File: config.mk
export PLATFORM = sky130hd
export DESIGN_NAME = hv_to_axi4_video_conv_flat
export DESIGN_NICKNAME = d
export VERILOG_FILES = /design/src/rtl/hv_to_axi4_video_conv_if.sv /design/src/rtl/hv_to_axi4_video_conv.sv /design/src/flat_wrapper.sv
export SDC_FILE = /design/constraint.sdc
export NUM_CORES = 1
export LEC_CHECK = 0
export ABC_AREA = 1
export CAP_MARGIN = 0
export CORE_MARGIN = 2
export CORE_UTILIZATION = 25
export CTS_BUF_LIST = sky130_fd_sc_hd__clkbuf_8
export DETAILED_ROUTE_END_ITERATION = 6
export PLACE_DENSITY = 0.36
export SLEW_MARGIN = 20
export SYNTH_ARGS = -nofsm -noshare
export SYNTH_HDL_FRONTEND = slang
export SYNTH_SLANG_ARGS = --single-unit
File: constraint.sdc
create_clock -name clk_i -period 6 [get_ports clk_i]
set_clock_uncertainty 0.1 [all_clocks]
set_input_delay 1.8 -clock clk_i [delete_from_list [all_inputs] [get_ports clk_i]]
set_output_delay 1.8 -clock clk_i [all_outputs]
set_load 0.05 [all_outputs]
File: src/rtl/hv_to_axi4_video_conv_if.sv
// AXI4-Stream video bus: tuser marks start-of-frame, tlast marks end-of-line.
// Structural only; tready is the sole backpressure path.
interface axi4_stream_if #(
  parameter int DATA_W = 30
) ();
  logic [DATA_W-1:0] tdata;
  logic              tvalid;
  logic              tready;
  logic              tlast;
  logic              tuser;

  modport master (output tdata, output tvalid, output tlast, output tuser, input tready);
  modport slave  (input tdata, input tvalid, input tlast, input tuser, output tready);
endinterface

File: src/rtl/hv_to_axi4_video_conv.sv
// Rebuilds AXI4-Stream video (tuser=SOF, tlast=EOL) from decoded HV video; bad frames dropped until next v_sync.
// px_valid -> tvalid is 2 cycles; tready stalls drain a FIFO, and a write into a full FIFO drops the frame.

module hv_to_axi4_video_conv_fifo #(
  parameter int W     = 32,
  parameter int DEPTH = 64
) (
  input  logic         clk_i,
  input  logic         rst_i,
  input  logic         wr_vld_i,
  input  logic [W-1:0] wr_dat_i,
  output logic         full_o,
  output logic         rd_vld_o,
  input  logic         rd_rdy_i,
  output logic [W-1:0] rd_dat_o
);
  localparam int AW = $clog2(DEPTH);
  localparam int PW = AW + 1;

  logic [W-1:0]  mem_q [DEPTH];
  logic [PW-1:0] wr_ptr_q;
  logic [PW-1:0] rd_ptr_q;
  logic          wr_en;
  logic          rd_en;

  // full is derived from registered pointers, so a same-cycle pop never frees room for a push
  assign full_o   = (wr_ptr_q[AW] != rd_ptr_q[AW]) && (wr_ptr_q[AW-1:0] == rd_ptr_q[AW-1:0]);
  assign rd_vld_o = (wr_ptr_q != rd_ptr_q);
  assign rd_dat_o = mem_q[rd_ptr_q[AW-1:0]];
  assign wr_en    = wr_vld_i && !full_o;
  assign rd_en    = rd_vld_o && rd_rdy_i;

  always_ff @(posedge clk_i or posedge rst_i) begin
    if (rst_i) begin
      wr_ptr_q <= '0;
      rd_ptr_q <= '0;
    end else begin
      if (wr_en) wr_ptr_q <= wr_ptr_q + PW'(1);
      if (rd_en) rd_ptr_q <= rd_ptr_q + PW'(1);
    end
  end

  always_ff @(posedge clk_i) begin
    if (wr_en) mem_q[wr_ptr_q[AW-1:0]] <= wr_dat_i;
  end
endmodule

module hv_to_axi4_video_conv #(
  parameter int X_RES      = 1920,
  parameter int Y_RES      = 1080,
  parameter int PX_WIDTH   = 10,
  parameter int FIFO_DEPTH = 64
) (
  input  logic       clk_i,
  input  logic       rst_i,
  input  logic [7:0] red_i,
  input  logic [7:0] green_i,
  input  logic [7:0] blue_i,
  input  logic       px_valid_i,
  input  logic       h_sync_i,
  input  logic       v_sync_i,
  axi4_stream_if.master video_o,
  output logic       overflow_o,
  output logic       frame_err_o
);
  localparam int DW  = 3 * PX_WIDTH;
  localparam int PAD = PX_WIDTH - 8;
  localparam int XW  = $clog2(X_RES + 1);
  localparam int YW  = $clog2(Y_RES + 1);

  typedef enum logic [1:0] {WAIT_VSYNC, WAIT_SOF, ACTIVE, DROP} state_t;

  typedef struct packed {
    logic [DW-1:0] tdata;
    logic          tlast;
    logic          tuser;
  } px_t;

  logic [7:0] red_q, green_q, blue_q;
  logic       pv_q, hs_q, vs_q, vs_prev_q;

  state_t         state_q, state_d;
  logic [XW-1:0]  x_q, x_d;
  logic [YW-1:0]  y_q, y_d;
  logic           line_done_q, line_done_d;
  logic           ovf_q, ovf_d;
  logic           err_q, err_d;

  logic           vs_rise;
  logic           pix;
  logic           wr_req;
  logic           fifo_full;
  logic           fifo_vld;
  px_t            wr_px;
  px_t            rd_px;
  logic [DW-1:0]  pix_dat;

  assign vs_rise = vs_q && !vs_prev_q;
  // a strobe coinciding with h_sync cannot be active video, so it is not counted as a pixel
  assign pix     = pv_q && !hs_q;
  assign pix_dat = {PX_WIDTH'(red_q) << PAD, PX_WIDTH'(green_q) << PAD, PX_WIDTH'(blue_q) << PAD};

  always_ff @(posedge clk_i or posedge rst_i) begin
    if (rst_i) begin
      red_q       <= '0;
      green_q     <= '0;
      blue_q      <= '0;
      pv_q        <= 1'b0;
      hs_q        <= 1'b0;
      vs_q        <= 1'b0;
      vs_prev_q   <= 1'b0;
      state_q     <= WAIT_VSYNC;
      x_q         <= '0;
      y_q         <= '0;
      line_done_q <= 1'b0;
      ovf_q       <= 1'b0;
      err_q       <= 1'b0;
    end else begin
      red_q       <= red_i;
      green_q     <= green_i;
      blue_q      <= blue_i;
      pv_q        <= px_valid_i;
      hs_q        <= h_sync_i;
      vs_q        <= v_sync_i;
      vs_prev_q   <= vs_q;
      state_q     <= state_d;
      x_q         <= x_d;
      y_q         <= y_d;
      line_done_q <= line_done_d;
      ovf_q       <= ovf_d;
      err_q       <= err_d;
    end
  end

  always_comb begin
    state_d     = state_q;
    x_d         = x_q;
    y_d         = y_q;
    line_done_d = line_done_q && pix;
    ovf_d       = ovf_q;
    err_d       = 1'b0;
    case (state_q)
      WAIT_VSYNC, DROP: begin
        if (vs_rise) state_d = WAIT_SOF;
      end
      WAIT_SOF: begin
        if (pix) state_d = ACTIVE;
      end
      ACTIVE: begin
        if (vs_rise) begin
          err_d       = 1'b1;
          state_d     = WAIT_SOF;
          x_d         = '0;
          y_d         = '0;
          line_done_d = 1'b0;
        end else if ((!pix && x_q != '0) || (pix && line_done_q)) begin
          err_d       = 1'b1;
          state_d     = DROP;
          x_d         = '0;
          y_d         = '0;
          line_done_d = 1'b0;
        end
      end
    endcase
    if (wr_req) begin
      if (fifo_full) begin
        ovf_d       = 1'b1;
        state_d     = DROP;
        x_d         = '0;
        y_d         = '0;
        line_done_d = 1'b0;
      end else if (wr_px.tlast) begin
        x_d         = '0;
        line_done_d = 1'b1;
        if (y_q == YW'(Y_RES - 1)) begin
          state_d     = WAIT_VSYNC;
          y_d         = '0;
          line_done_d = 1'b0;
        end else begin
          y_d = y_q + YW'(1);
        end
      end else begin
        x_d = x_q + XW'(1);
      end
    end
  end

  always_comb begin
    wr_req = 1'b0;
    case (state_q)
      WAIT_SOF: wr_req = pix;
      ACTIVE:   wr_req = pix && !vs_rise && !line_done_q;
      default:  wr_req = 1'b0;
    endcase
    wr_px.tdata = pix_dat;
    wr_px.tlast = (x_q == XW'(X_RES - 1));
    wr_px.tuser = (state_q == WAIT_SOF);
  end

  hv_to_axi4_video_conv_fifo #(
    .W     ($bits(px_t)),
    .DEPTH (FIFO_DEPTH)
  ) u_fifo (
    .clk_i    (clk_i),
    .rst_i    (rst_i),
    .wr_vld_i (wr_req),
    .wr_dat_i (wr_px),
    .full_o   (fifo_full),
    .rd_vld_o (fifo_vld),
    .rd_rdy_i (video_o.tready),
    .rd_dat_o (rd_px)
  );

  assign video_o.tvalid = fifo_vld;
  assign video_o.tdata  = rd_px.tdata;
  assign video_o.tlast  = rd_px.tlast;
  assign video_o.tuser  = rd_px.tuser;
  assign overflow_o     = ovf_q;
  assign frame_err_o    = err_q;
endmodule
File: src/flat_wrapper.sv
// flat-port wrapper written by rule: the top's interface ports become plain ports
module hv_to_axi4_video_conv_flat 
#(
  parameter int X_RES      = 1920,
  parameter int Y_RES      = 1080,
  parameter int PX_WIDTH   = 10,
  parameter int FIFO_DEPTH = 64
)
  (clk_i, rst_i, red_i, green_i, blue_i, px_valid_i, h_sync_i, v_sync_i, overflow_o, frame_err_o, video_o_tdata, video_o_tvalid, video_o_tlast, video_o_tuser, video_o_tready);
  axi4_stream_if video_o_i ();
  input  logic clk_i;
  input  logic rst_i;
  input  logic [7:0] red_i;
  input  logic [7:0] green_i;
  input  logic [7:0] blue_i;
  input  logic px_valid_i;
  input  logic h_sync_i;
  input  logic v_sync_i;
  output logic overflow_o;
  output logic frame_err_o;
  output wire logic [$bits(video_o_i.tdata)-1:0] video_o_tdata;
  output wire logic [$bits(video_o_i.tvalid)-1:0] video_o_tvalid;
  output wire logic [$bits(video_o_i.tlast)-1:0] video_o_tlast;
  output wire logic [$bits(video_o_i.tuser)-1:0] video_o_tuser;
  input wire logic [$bits(video_o_i.tready)-1:0] video_o_tready;
  assign video_o_tdata = video_o_i.tdata;
  assign video_o_tvalid = video_o_i.tvalid;
  assign video_o_tlast = video_o_i.tlast;
  assign video_o_tuser = video_o_i.tuser;
  assign video_o_i.tready = video_o_tready;
  hv_to_axi4_video_conv #(.X_RES(X_RES), .Y_RES(Y_RES), .PX_WIDTH(PX_WIDTH), .FIFO_DEPTH(FIFO_DEPTH)) u_core (.clk_i(clk_i), .rst_i(rst_i), .red_i(red_i), .green_i(green_i), .blue_i(blue_i), .px_valid_i(px_valid_i), .h_sync_i(h_sync_i), .v_sync_i(v_sync_i), .video_o(video_o_i), .overflow_o(overflow_o), .frame_err_o(frame_err_o));
endmodule
==> results.sh, run 1 <==
export IMPL_period_share_pct=96.3
export IMPL_drc=0
export IMPL_ant_nets=0
export IMPL_synth_area_per_cell_um2=12.5
export IMPL_wirelength_mm=238
export IMPL_cp_end_kind="output port"
export IMPL_hold_buffers=0
export IMPL_final_cells=9721
export IMPL_p_int_mw=23.0
export IMPL_area_growth_pct=17.4
export IMPL_clk_pin_slew_worst_paths_ps=50
export IMPL_syn_instance_count=5565
export IMPL_die_w_um=531
export IMPL_grt_max_degree=157
export IMPL_r2r_start="u_core.u_fifo.rd_ptr_q[2]$_DFFE_PP0P_"
export IMPL_post_drt_wl_per_cell_um=24.5
export IMPL_vdd_drop_max_v=0.000377
export IMPL_pwr_share_comb_pct=38.3
export IMPL_tightest_slew_ps=1120
export IMPL_final_max_slew_viol_count=0
export IMPL_clockPowerShare_pct=26.4
export IMPL_min_period_ps=5780
export IMPL_cts_sinks=1733
export IMPL_die_area_um2=282000
export IMPL_synth_distinct_cells=36
export IMPL_synth_top_area_share_pct=72.1
export IMPL_first_global_vias=44600
export IMPL_cap_violations=0
export IMPL_synth_flop_cell="edfxtp_1"
export IMPL_max_freq_mhz=173
export IMPL_regToRegSetupSlack_ps=1430
export IMPL_cts_max_level=5
export IMPL_finalHoldViolations=0
export IMPL_track_usage_pct=16.6
export IMPL_synth_edf_count=1664
export IMPL_required_ps=4100
export IMPL_clk_latency_ps=1030
export IMPL_worstHoldPathCells=0
export IMPL_power_switching_mw=15.7
export IMPL_dp_cells=9162
export IMPL_min_from="u_core.vs_q$_DFF_PP0_"
export IMPL_outcome="finished, final reports clean"
export IMPL_vias=44900
export IMPL_die_y_um=531
export IMPL_netSwitchingFraction_pct=40.5
export IMPL_root_buffer="clkbuf_8"
export IMPL_cp_max_fo=34
export IMPL_post_dp_hpwl_mm=129
export IMPL_boundaryPins=65
export IMPL_p_leak_nw=26.9
export IMPL_viasPerCell=4.61
export IMPL_rr_worst_depth=13
export IMPL_dr_pass1_iters=6
export IMPL_synthesis_area_um2=69300
export IMPL_finalPower_mw=38.7
export IMPL_start_kind="flip-flop"
export IMPL_arrival_ps=3880
export IMPL_max_stage_delay_ps=560
export IMPL_rsz0062_at_grt="false"
export IMPL_dpl_worst_slack_ps=1050
export IMPL_cts_tree="built"
export IMPL_rows=193
export IMPL_hold_path_class="reg -> reg"
export IMPL_drive_gt1_share_pct=11.9
export IMPL_synth_area_leaders="edfxtp_1 (72%), nor2_1 (6.4%), o21ai_0 (5.5%)"
export IMPL_crit_type="reg -> out"
export IMPL_crit_path_frequent_cell="nand2_1"
export IMPL_antenna_found_initial=13
export IMPL_synth_seq_cells=1733
export IMPL_yosysSeqAreaShare_pct=74.6
export IMPL_p_seq_share_pct=35.2
export IMPL_grt_pass1_wl_mm=336
export IMPL_nNetsFinal=5831
export IMPL_yosys_area_top_type="edfxtp_1"
export IMPL_final_setup_worst_slack_ps=224
export IMPL_place_gp_congestion=0.748
export IMPL_p_per_area_nw_per_um2=475
export IMPL_cts_made_buffers=329
export IMPL_initial_core_util_pct=25.1
export IMPL_utilization_pct=29.4
export IMPL_final_common_cell="edfxtp_1"
export IMPL_setup_violations=0
export IMPL_port_buffers=58
export IMPL_async_reset_ff_share_pct=3.98
export IMPL_relSlewSlack_pct=25.1
export IMPL_most_common_layout_cells="edfxtp_1 (1664), nor2_1 (1107), o21ai_0 (765)"
export IMPL_yosys_warnings=0
export IMPL_core_um2=276000
export IMPL_timing_rr_end="u_core.u_fifo.mem_q[33][12]$_DFFE_PP_"
export IMPL_crit_path_top_delay_cell="dfrtp_1"
export IMPL_min_to="u_core.vs_prev_q$_DFF_PP0_"
export IMPL_grt_ovfl_total=0
export IMPL_drt_iter0_markers=3868
export IMPL_clockBufferDepth=4
export IMPL_cp_cell_sequence="inv_6, nor2_4, buf_6, nand2_1, a31oi_1, nor2_1, nand2_1, nand3_1, nand2_1, buf_12"
export IMPL_setup_tns_ps=0
==> stage by stage <==
step / hold slack, ps / cell area, um2
floorplan: 254 / 69300
global placement: 265 / 75600
detailed placement: 266 / 75600
CTS: 279 / 81200
global route: 308 / 81300
finish: 275 / 81400
==> flip-flops by register name (all words and copies together), names as in the netlist <==
signal                  count
u_core.x_q                 11
u_core.line_done_q          1
u_core.hs_q                 1
u_core.u_fifo.rd_ptr_q      7
u_core.vs_q                 1
u_core.y_q                 11
u_core.green_q              8
u_core.blue_q               8
u_core.frame_err_o          1
u_core.vs_prev_q            1
u_core.u_fifo.mem_q      1664
u_core.red_q                8
u_core.u_fifo.wr_ptr_q      7
u_core.state_q              2
u_core.overflow_o           1
u_core.pv_q                 1
==> kinds of logic after synthesis <==
logic type,count (synthesis),share of synthesized area (%)
xor gates and xnor gates,20,0.253
other,1,0.00541
AOI/OAI and AO/OA,1278,10.2
adders and majority gates,7,0.126
DFF,1733,74.6
and+or+nand+nor,2027,11.6
buffers and inverters,499,3.18
==> worst max path at each step <==
stage | start | endpoint | slack (ps) | depth (start not counted)
after floorplan | u_core.state_q[1]$_DFF_PP0_ | u_core.u_fifo.mem_q[13][0]$_DFFE_PP_ | 1940 | 9
after global placement | u_core.u_fifo.rd_ptr_q[0]$_DFFE_PP0P_ | video_o_tdata[12] | 1050 | 9
after detailed placement | u_core.u_fifo.rd_ptr_q[0]$_DFFE_PP0P_ | video_o_tdata[12] | 1050 | 9
after CTS | u_core.u_fifo.rd_ptr_q[0]$_DFFE_PP0P_ | video_o_tdata[16] | 6 | 11
after global routing | u_core.u_fifo.rd_ptr_q[0]$_DFFE_PP0P_ | video_o_tdata[3] | 10 | 11
final | u_core.u_fifo.rd_ptr_q[3]$_DFFE_PP0P_ | video_o_tdata[4] | 220 | 10
==> synth_stat cells, drive strengths merged (21+ instances only) <==
cell type  instances
nand3b            21
a21oi             47
o211ai           204
edfxtp          1664
buf              182
inv              140
nand2            582
o22ai            129
o21ai            887
nor2            1176
nand3            218
clkbuf           175
dfrtp             69
==> critical path: cells and delay by family, from the launching register on <==
kind	cells	cell delay (ps)
flops	1	560
buf+inv	3	800
compound gates	1	370
simple gates	6	1110
==> layout make-up <==
class	instances	area (um2)
diodes	12	30.0
clock buffers	342	4710
inverters	142	569
multi-input cells	3338	15900
well taps	3705	4640
clock inverters	199	812
flip-flops and latches	1733	51700
repair buffers	250	2920
fillers	28200	195000
==> timing repair <==
item | in CTS | in global routing
endpoints found under the setup margin | 12 | 14
gates cloned | 0 | 3
buffers inserted | 0 | 3
gates resized for setup | 5 | 11
pin swaps | 0 | 1
==> routing by layer <==
metal / GRT usage [%] / part of all wire (%)
met1: 22.9 / 46
met3: 2.72 / 4.9
met5: 0 / 0.011
met4: 4.78 / 2.5
met2: 26.6 / 47
==> power groups by stage <==
stage | Clock [mW] | Combinational [mW] | Sequential [mW]
3_5_place_dp | 0 | 15.0 | 13.9
6_report | 10.2 | 14.8 | 13.6
3_3_place_gp | 0 | 15.0 | 13.9
4_1_cts | 10.6 | 15.0 | 13.6
5_1_grt | 11.1 | 16.2 | 13.6
2_1_floorplan | 0 | 8.34 | 13.8
Power figures use the tool's default switching activity.
==> run 2, diff against run 1 <==
Settings changed: ABC_CLOCK_PERIOD_IN_PS set to 6000, CTS_CLUSTER_SIZE set to 16.
==> results of run 2 <==
No change in the layout: final DEF, timing and power equal those of run 1.
